--- src/rtl/perf_snapshot_writer.sv ---
// perf_snapshot_writer
//   Counts up to NUM_EVENTS single-cycle event strobes over a programmable
//   sampling interval. At every interval tick the counters are snapshotted
//   and restarted, then one frame (header + one word per counter) is streamed
//   into the performance analyzer storage as a ring of frame slots.
//
// Ports
//   clk            single clock
//   reset          asynchronous, active-high reset
//   enable         counters and interval timer advance while high
//   clear          synchronous clear of all state, aborts a frame in flight
//   interval       sampling period in cycles (clamped to FRAME_WORDS+1 minimum)
//   event_in       one-cycle event strobes, bit i feeds counter i
//   write          one-cycle write strobe to the analyzer
//   write_address  analyzer word address (drives the analyzer read_address)
//   write_data     frame word
//   busy           frame write in progress
//   frame_count    frames fully written since reset or clear (wraps)
//
// Header word layout (low 32 bits of write_data):
//   [31:24] frame_count[15:8], or overflow mask[15:8] when NUM_EVENTS > 8
//   [23:16] frame_count[7:0]
//   [15:8]  overflow mask[7:0], zero above NUM_EVENTS
//   [7:0]   8'hA5 marker
module perf_snapshot_writer #(
   parameter int NUM_EVENTS = 8,
   parameter int ADDR_WIDTH = 9,
   parameter int DATA_WIDTH = 32
) (
   input  logic                  clk,
   input  logic                  reset,
   input  logic                  enable,
   input  logic                  clear,
   input  logic [31:0]           interval,
   input  logic [NUM_EVENTS-1:0] event_in,
   output logic                  write,
   output logic [ADDR_WIDTH-1:0] write_address,
   output logic [DATA_WIDTH-1:0] write_data,
   output logic                  busy,
   output logic [15:0]           frame_count
);

   localparam int          FRAME_WORDS  = NUM_EVENTS + 1;
   localparam logic [31:0] MIN_INTERVAL = 32'(FRAME_WORDS + 1);
   localparam int          KW           = 5;

   localparam logic [0:0] ST_IDLE  = 1'b0;
   localparam logic [0:0] ST_WRITE = 1'b1;

   logic [31:0]           interval_eff;
   logic [31:0]           timer;
   logic                  tick;

   logic [DATA_WIDTH-1:0] cnt  [NUM_EVENTS];
   logic [DATA_WIDTH-1:0] snap [NUM_EVENTS];
   logic [NUM_EVENTS-1:0] ovf;

   logic [0:0]            state;
   logic [KW-1:0]         k;
   logic [ADDR_WIDTH-1:0] base;
   logic [ADDR_WIDTH-1:0] next_base;

   logic [15:0]           mask16;
   logic [7:0]            hdr_top;
   logic [31:0]           hdr32;
   logic [DATA_WIDTH-1:0] header;
   logic [DATA_WIDTH-1:0] snap_word;

   // ------------------------------------------------------------------
   // Interval timer
   // ------------------------------------------------------------------
   always_comb begin
      interval_eff = (interval > MIN_INTERVAL) ? interval : MIN_INTERVAL;
   end

   assign tick = enable && (timer == (interval_eff - 32'd1));

   always_ff @(posedge clk or posedge reset) begin
      if (reset) begin
         timer <= '0;
      end else if (clear) begin
         timer <= '0;
      end else if (enable) begin
         timer <= tick ? '0 : timer + 32'd1;
      end
   end

   // ------------------------------------------------------------------
   // Event counters, overflow flags and snapshots
   // ------------------------------------------------------------------
   always_ff @(posedge clk or posedge reset) begin
      if (reset) begin
         for (int unsigned i = 0; i < NUM_EVENTS; i++) begin
            cnt[i]  <= '0;
            snap[i] <= '0;
         end
         ovf <= '0;
      end else if (clear) begin
         for (int unsigned i = 0; i < NUM_EVENTS; i++) begin
            cnt[i]  <= '0;
            snap[i] <= '0;
         end
         ovf <= '0;
      end else if (tick) begin
         // An event in the tick cycle already belongs to the new period.
         for (int unsigned i = 0; i < NUM_EVENTS; i++) begin
            snap[i] <= cnt[i];
            cnt[i]  <= DATA_WIDTH'(event_in[i]);
         end
         ovf <= '0;
      end else if (enable) begin
         for (int unsigned i = 0; i < NUM_EVENTS; i++) begin
            if (event_in[i]) begin
               if (&cnt[i]) begin
                  ovf[i] <= 1'b1;
               end else begin
                  cnt[i] <= cnt[i] + DATA_WIDTH'(1);
               end
            end
         end
      end
   end

   // ------------------------------------------------------------------
   // Frame word generation
   // ------------------------------------------------------------------
   // The header is registered in the tick cycle itself, so it is built from
   // the live overflow flags, which still hold the closing period's value.
   always_comb begin
      mask16 = '0;
      for (int unsigned i = 0; i < NUM_EVENTS; i++) begin
         mask16[i] = ovf[i];
      end
      hdr_top = (NUM_EVENTS > 8) ? mask16[15:8] : frame_count[15:8];
      hdr32   = {hdr_top, frame_count[7:0], mask16[7:0], 8'hA5};
      header  = DATA_WIDTH'(hdr32);
   end

   // Word k (1..NUM_EVENTS) carries snapshot k-1.
   always_comb begin
      snap_word = '0;
      for (int unsigned i = 0; i < NUM_EVENTS; i++) begin
         if (32'(k) == (i + 32'd1)) begin
            snap_word = snap[i];
         end
      end
   end

   // Advance to the next slot unless the following frame would not fit.
   always_comb begin
      if ((32'(base) + 32'(2 * FRAME_WORDS)) > (32'd1 << ADDR_WIDTH)) begin
         next_base = '0;
      end else begin
         next_base = base + ADDR_WIDTH'(FRAME_WORDS);
      end
   end

   // ------------------------------------------------------------------
   // Write FSM and registered outputs
   // ------------------------------------------------------------------
   always_ff @(posedge clk or posedge reset) begin
      if (reset) begin
         state         <= ST_IDLE;
         k             <= '0;
         base          <= '0;
         write         <= 1'b0;
         write_address <= '0;
         write_data    <= '0;
         busy          <= 1'b0;
         frame_count   <= '0;
      end else if (clear) begin
         state         <= ST_IDLE;
         k             <= '0;
         base          <= '0;
         write         <= 1'b0;
         write_address <= '0;
         write_data    <= '0;
         busy          <= 1'b0;
         frame_count   <= '0;
      end else begin
         case (state)
            ST_IDLE: begin
               write <= 1'b0;
               busy  <= 1'b0;
               if (tick) begin
                  // Header goes out in the cycle right after the tick.
                  state         <= ST_WRITE;
                  k             <= KW'(1);
                  write         <= 1'b1;
                  busy          <= 1'b1;
                  write_address <= base;
                  write_data    <= header;
               end
            end
            ST_WRITE: begin
               if (k == KW'(FRAME_WORDS)) begin
                  state       <= ST_IDLE;
                  k           <= '0;
                  write       <= 1'b0;
                  busy        <= 1'b0;
                  base        <= next_base;
                  frame_count <= frame_count + 16'd1;
               end else begin
                  write         <= 1'b1;
                  busy          <= 1'b1;
                  write_address <= base + ADDR_WIDTH'(k);
                  write_data    <= snap_word;
                  k             <= k + KW'(1);
               end
            end
            default: begin
               state <= ST_IDLE;
               write <= 1'b0;
               busy  <= 1'b0;
            end
         endcase
      end
   end

endmodule

--- config.mk ---
export PLATFORM = sky130hd
export DESIGN_NAME = perf_snapshot_writer
export DESIGN_NICKNAME = d
export VERILOG_FILES = /design/src/rtl/perf_snapshot_writer.sv
export SDC_FILE = /design/constraint.sdc
export NUM_CORES = 2
export LEC_CHECK = 0
export ABC_AREA = 1
export CAP_MARGIN = 40
export CELL_PAD_IN_SITES_DETAIL_PLACEMENT = 1
export CELL_PAD_IN_SITES_GLOBAL_PLACEMENT = 2
export CORE_UTILIZATION = 38
export CTS_BUF_LIST = sky130_fd_sc_hd__clkbuf_8
export CTS_CLUSTER_DIAMETER = 50
export DETAILED_ROUTE_END_ITERATION = 7
export PLACE_DENSITY = 0.78
export SLEW_MARGIN = 30
export SYNTH_ARGS = -nofsm -noshare
export SYNTH_HDL_FRONTEND = slang
export SYNTH_SLANG_ARGS = --single-unit
--- constraint.sdc ---
create_clock -name clk -period 23.4 [get_ports clk]
set_input_delay 2.34 -clock clk [delete_from_list [all_inputs] [get_ports clk]]
set_output_delay 2.34 -clock clk [all_outputs]
set_load 0.005 [all_outputs]
==> results.json <==
{
  "fmax_mhz": 138,
  "hp-class": "flip-flop to flip-flop",
  "clkTransAtPathRegs_ns": 0.06,
  "fp.dieW_um": 314,
  "num_vias": 34500,
  "synthSimpleGateAreaFrac": 0.255,
  "max_slew_margin": 0.431,
  "cp_data_arrival_time_ns": 7.92,
  "clkLatencyLatePin_ns": 0.81,
  "crit_required_ns": 24.08,
  "cts-resized-gates": 0,
  "dr.pass1.iters": 5,
  "start_util": 0.384,
  "synthTopCellsByArea": "dfrtp_1 (42%), nand2_1 (8.5%), inv_1 (7.8%)",
  "h-tree-depth": 3,
  "place_congestion": 0.914,
  "io_buffers": 102,
  "nNetsFinal": 5030,
  "cts_buffer_depth": 3,
  "syn_nets": 4994,
  "r2r-start": "timer[27]$_DFFE_PP0P_",
  "yosys.area_share.adder": 0.00830,
  "stdcell_count": 6337,
  "rsz0062_at_grt": "false",
  "antenna_found_initial": 1,
  "totalWireLength_um": 138000,
  "wl_per_cell_um": 21.8,
  "cts_tree": "done",
  "dpl.cell_count": 6110,
  "die-area_mm2": 0.0989,
  "yosysTopAreaCellShare": 0.421,
  "fin_crit_sh": 0.309,
  "cts-root-buf": "clkbuf_8",
  "async_flop_share": 1.00,
  "grt_pass1_wl_um": 217000,
  "finish.utilization": 0.433,
  "tightest_slew_ns": 0.854,
  "postCtsHoldBufs": 0,
  "first_iter_violations": 2391,
  "period_minus_slack_ns": 7.24,
  "ys.warnings.count": 0,
  "post-cts-setup-buffers": 0,
  "core_area_mm2": 0.0967,
  "status": "finished clean",
  "synth_top_cell_by_area": "dfrtp_1",
  "r2r_setup_slack_ns": 19.33,
  "layout-drive-gt1-share": 0.0615,
  "synth-edff-count": 0,
  "dieHeight_um": 314,
  "synth_xor_area_frac": 0.0676,
  "min-delay-start": "write_address[3]$_DFFE_PP0P_",
  "grt_max_degree": 154,
  "routed_via_density": 5.44,
  "syn_inst": 4926,
  "powerDensity_mw_per_mm2": 56.6,
  "fin_area_mm2": 0.0418,
  "synth_top_family_by_area": "simple AND/OR/NAND/NOR gates",
  "grt_pass1_vias": 35400,
  "synth.distinct_cells": 55,
  "tritoncts_num_sinks": 624,
  "crit_type": "primary input to flip-flop",
  "synth_ff_type": "dfrtp_1",
  "syn_avg_cell_area_um2": 7.53,
  "ios": 103,
  "ys_seq_area_frac": 0.421,
  "cap_violations": 0,
  "synth_seq_cells": 624,
  "syn_area_mm2": 0.0371,
  "cts_buffers": 118,
  "track_usage": 0.281,
  "skew_ns": 0.0579,
  "grt_overflow": 0,
  "syn_to_final_growth_pct": 12.8,
  "critPathLaunch": "interval[24]",
  "detailedPlacementHpwl_um": 99900,
  "dpl_cell_area_mm2": 0.0392,
  "cp-start-kind": "primary input",
  "antenna_left": 0,
  "muxShareOfSynthArea": 0,
  "synth_commonest_cells": "nand2_1 (842), inv_1 (767), dfrtp_1 (624)",
  "worstSetupEndpointType": "flip-flop",
  "drc": 0,
  "yosys.cell_count.top_type": "nand2_1",
  "crit_path_max_fanout": 78,
  "hold_violations": 0,
  "ir_drop_uv": 41.8,
  "leakagePower_nw": 17.8,
  "setup_tns_ns": 0,
  "maxSlewViolCount": 0,
  "setup_viol": 0,
  "synth-compound-area-share": 0.137,
  "fp-row-count": 114
}
[final cells by class]
| cell class | instances | area [um2] |
|---|---|---|
| antenna | 2 | 5.00 |
| clock inverter | 67 | 445 |
| fill | 12000 | 54900 |
| clock buffer | 150 | 2060 |
| timing repair buffer | 160 | 1750 |
| sequential | 624 | 15600 |
| multi-input combinational | 3268 | 17400 |
| inverter | 790 | 2980 |
| tap | 1276 | 1600 |
[through the flow]
step           setup WS [ns]  power, W  hold slack, ns
2_1_floorplan           3.58   0.00119           0.465
3_3_place_gp           15.37   0.00124           0.456
6_report               16.16   0.00237           0.480
5_1_grt                15.64   0.00246           0.504
4_1_cts                16.19   0.00239           0.488
3_5_place_dp           15.34   0.00125           0.473
[path summary, 6_finish.rpt]
kind,to,depth (start not counted)
max in group asynchronous,cnt[13]$_DFFE_PP0P_,9
min in group asynchronous,cnt[186]$_DFFE_PP0P_,2
hold reg to reg,write_address[3]$_DFFE_PP0P_,2
hold / removal,write_address[3]$_DFFE_PP0P_,2
setup reg to reg,cnt[222]$_DFFE_PP0P_,16
setup / recovery,cnt[222]$_DFFE_PP0P_,26
[registers in the layout (all words and copies together), names as in the netlist]
signal / count
frame_count: 16
base: 9
state: 1
cnt: 256
snap: 256
k: 5
timer: 32
ovf: 8
write_data: 32
write_address: 9
[power by group]
part / switching, W / total [W] / internal, W
clock network: 0.000518 / 0.00114 / 0.000622
registers: 0.00000420 / 0.00109 / 0.00108
logic: 0.000109 / 0.000141 / 0.0000321
total: 0.000631 / 0.00237 / 0.00174
[critical path, stage by stage]
cell	delay [ns]
clkdlybuf4s50_1	0.47
inv_2	0.11
nand2_1	0.07
nor2_1	0.18
nand2_1	0.17
nor2_2	0.15
nand3_4	0.17
nand2_1	0.15
ha_1	0.19
inv_1	0.04
nor2_1	0.25
nand4_2	0.22
nor2_4	0.37
nand4_1	0.13
nand2_1	0.14
nand2_1	0.06
nor2_1	0.10
nand2_1	0.10
nor2_4	0.25
nand2_8	0.33
nand2_8	0.41
buf_16	0.34
buf_4	0.67
nor2_1	0.16
nand2_1	0.09
o21ai_0	0.07
[cells in the final DEF, fill, tap and decap left out, types with 6 or more instances in the layout]
cell type and instances:
xor2_1 235, o221ai_1 47, clkinv_1 8, dfrtp_1 624, buf_4 32, buf_16 7
nor3_1 150, inv_2 15, o21ai_1 142, ha_1 23, nand3_1 324, clkdlybuf4s50_1 101
nand2_2 6, nor2_1 421, o211ai_1 32, nand4_1 218, o21ai_0 373, xnor2_1 46
clkbuf_8 150, a21oi_1 71, buf_12 10, o21ai_2 9, nor4_1 83, o2111ai_1 32
nor3b_1 10, nand2_1 838, clkinv_2 15, o21a_1 18, inv_1 803, nor2_2 7
o22ai_1 126
[routing by layer]
| layer | up-vias | track usage | wire, um |
|---|---|---|---|
| met5 | - | 0 | 0 |
| met4 | 0 | 0.0724 | 2860 |
| met3 | 138 | 0.0300 | 5000 |
| met2 | 626 | 0.459 | 65200 |
| met1 | 17300 | 0.396 | 65200 |
| li1 | 16400 | - | - |
[kinds of logic after synthesis]
family / Yosys count
compound gates: 872
simple gates: 2089
flops: 624
fa+ha+maj: 24
buf+inv: 1034
xor+xnor: 283
Power figures use the tool's default switching activity.
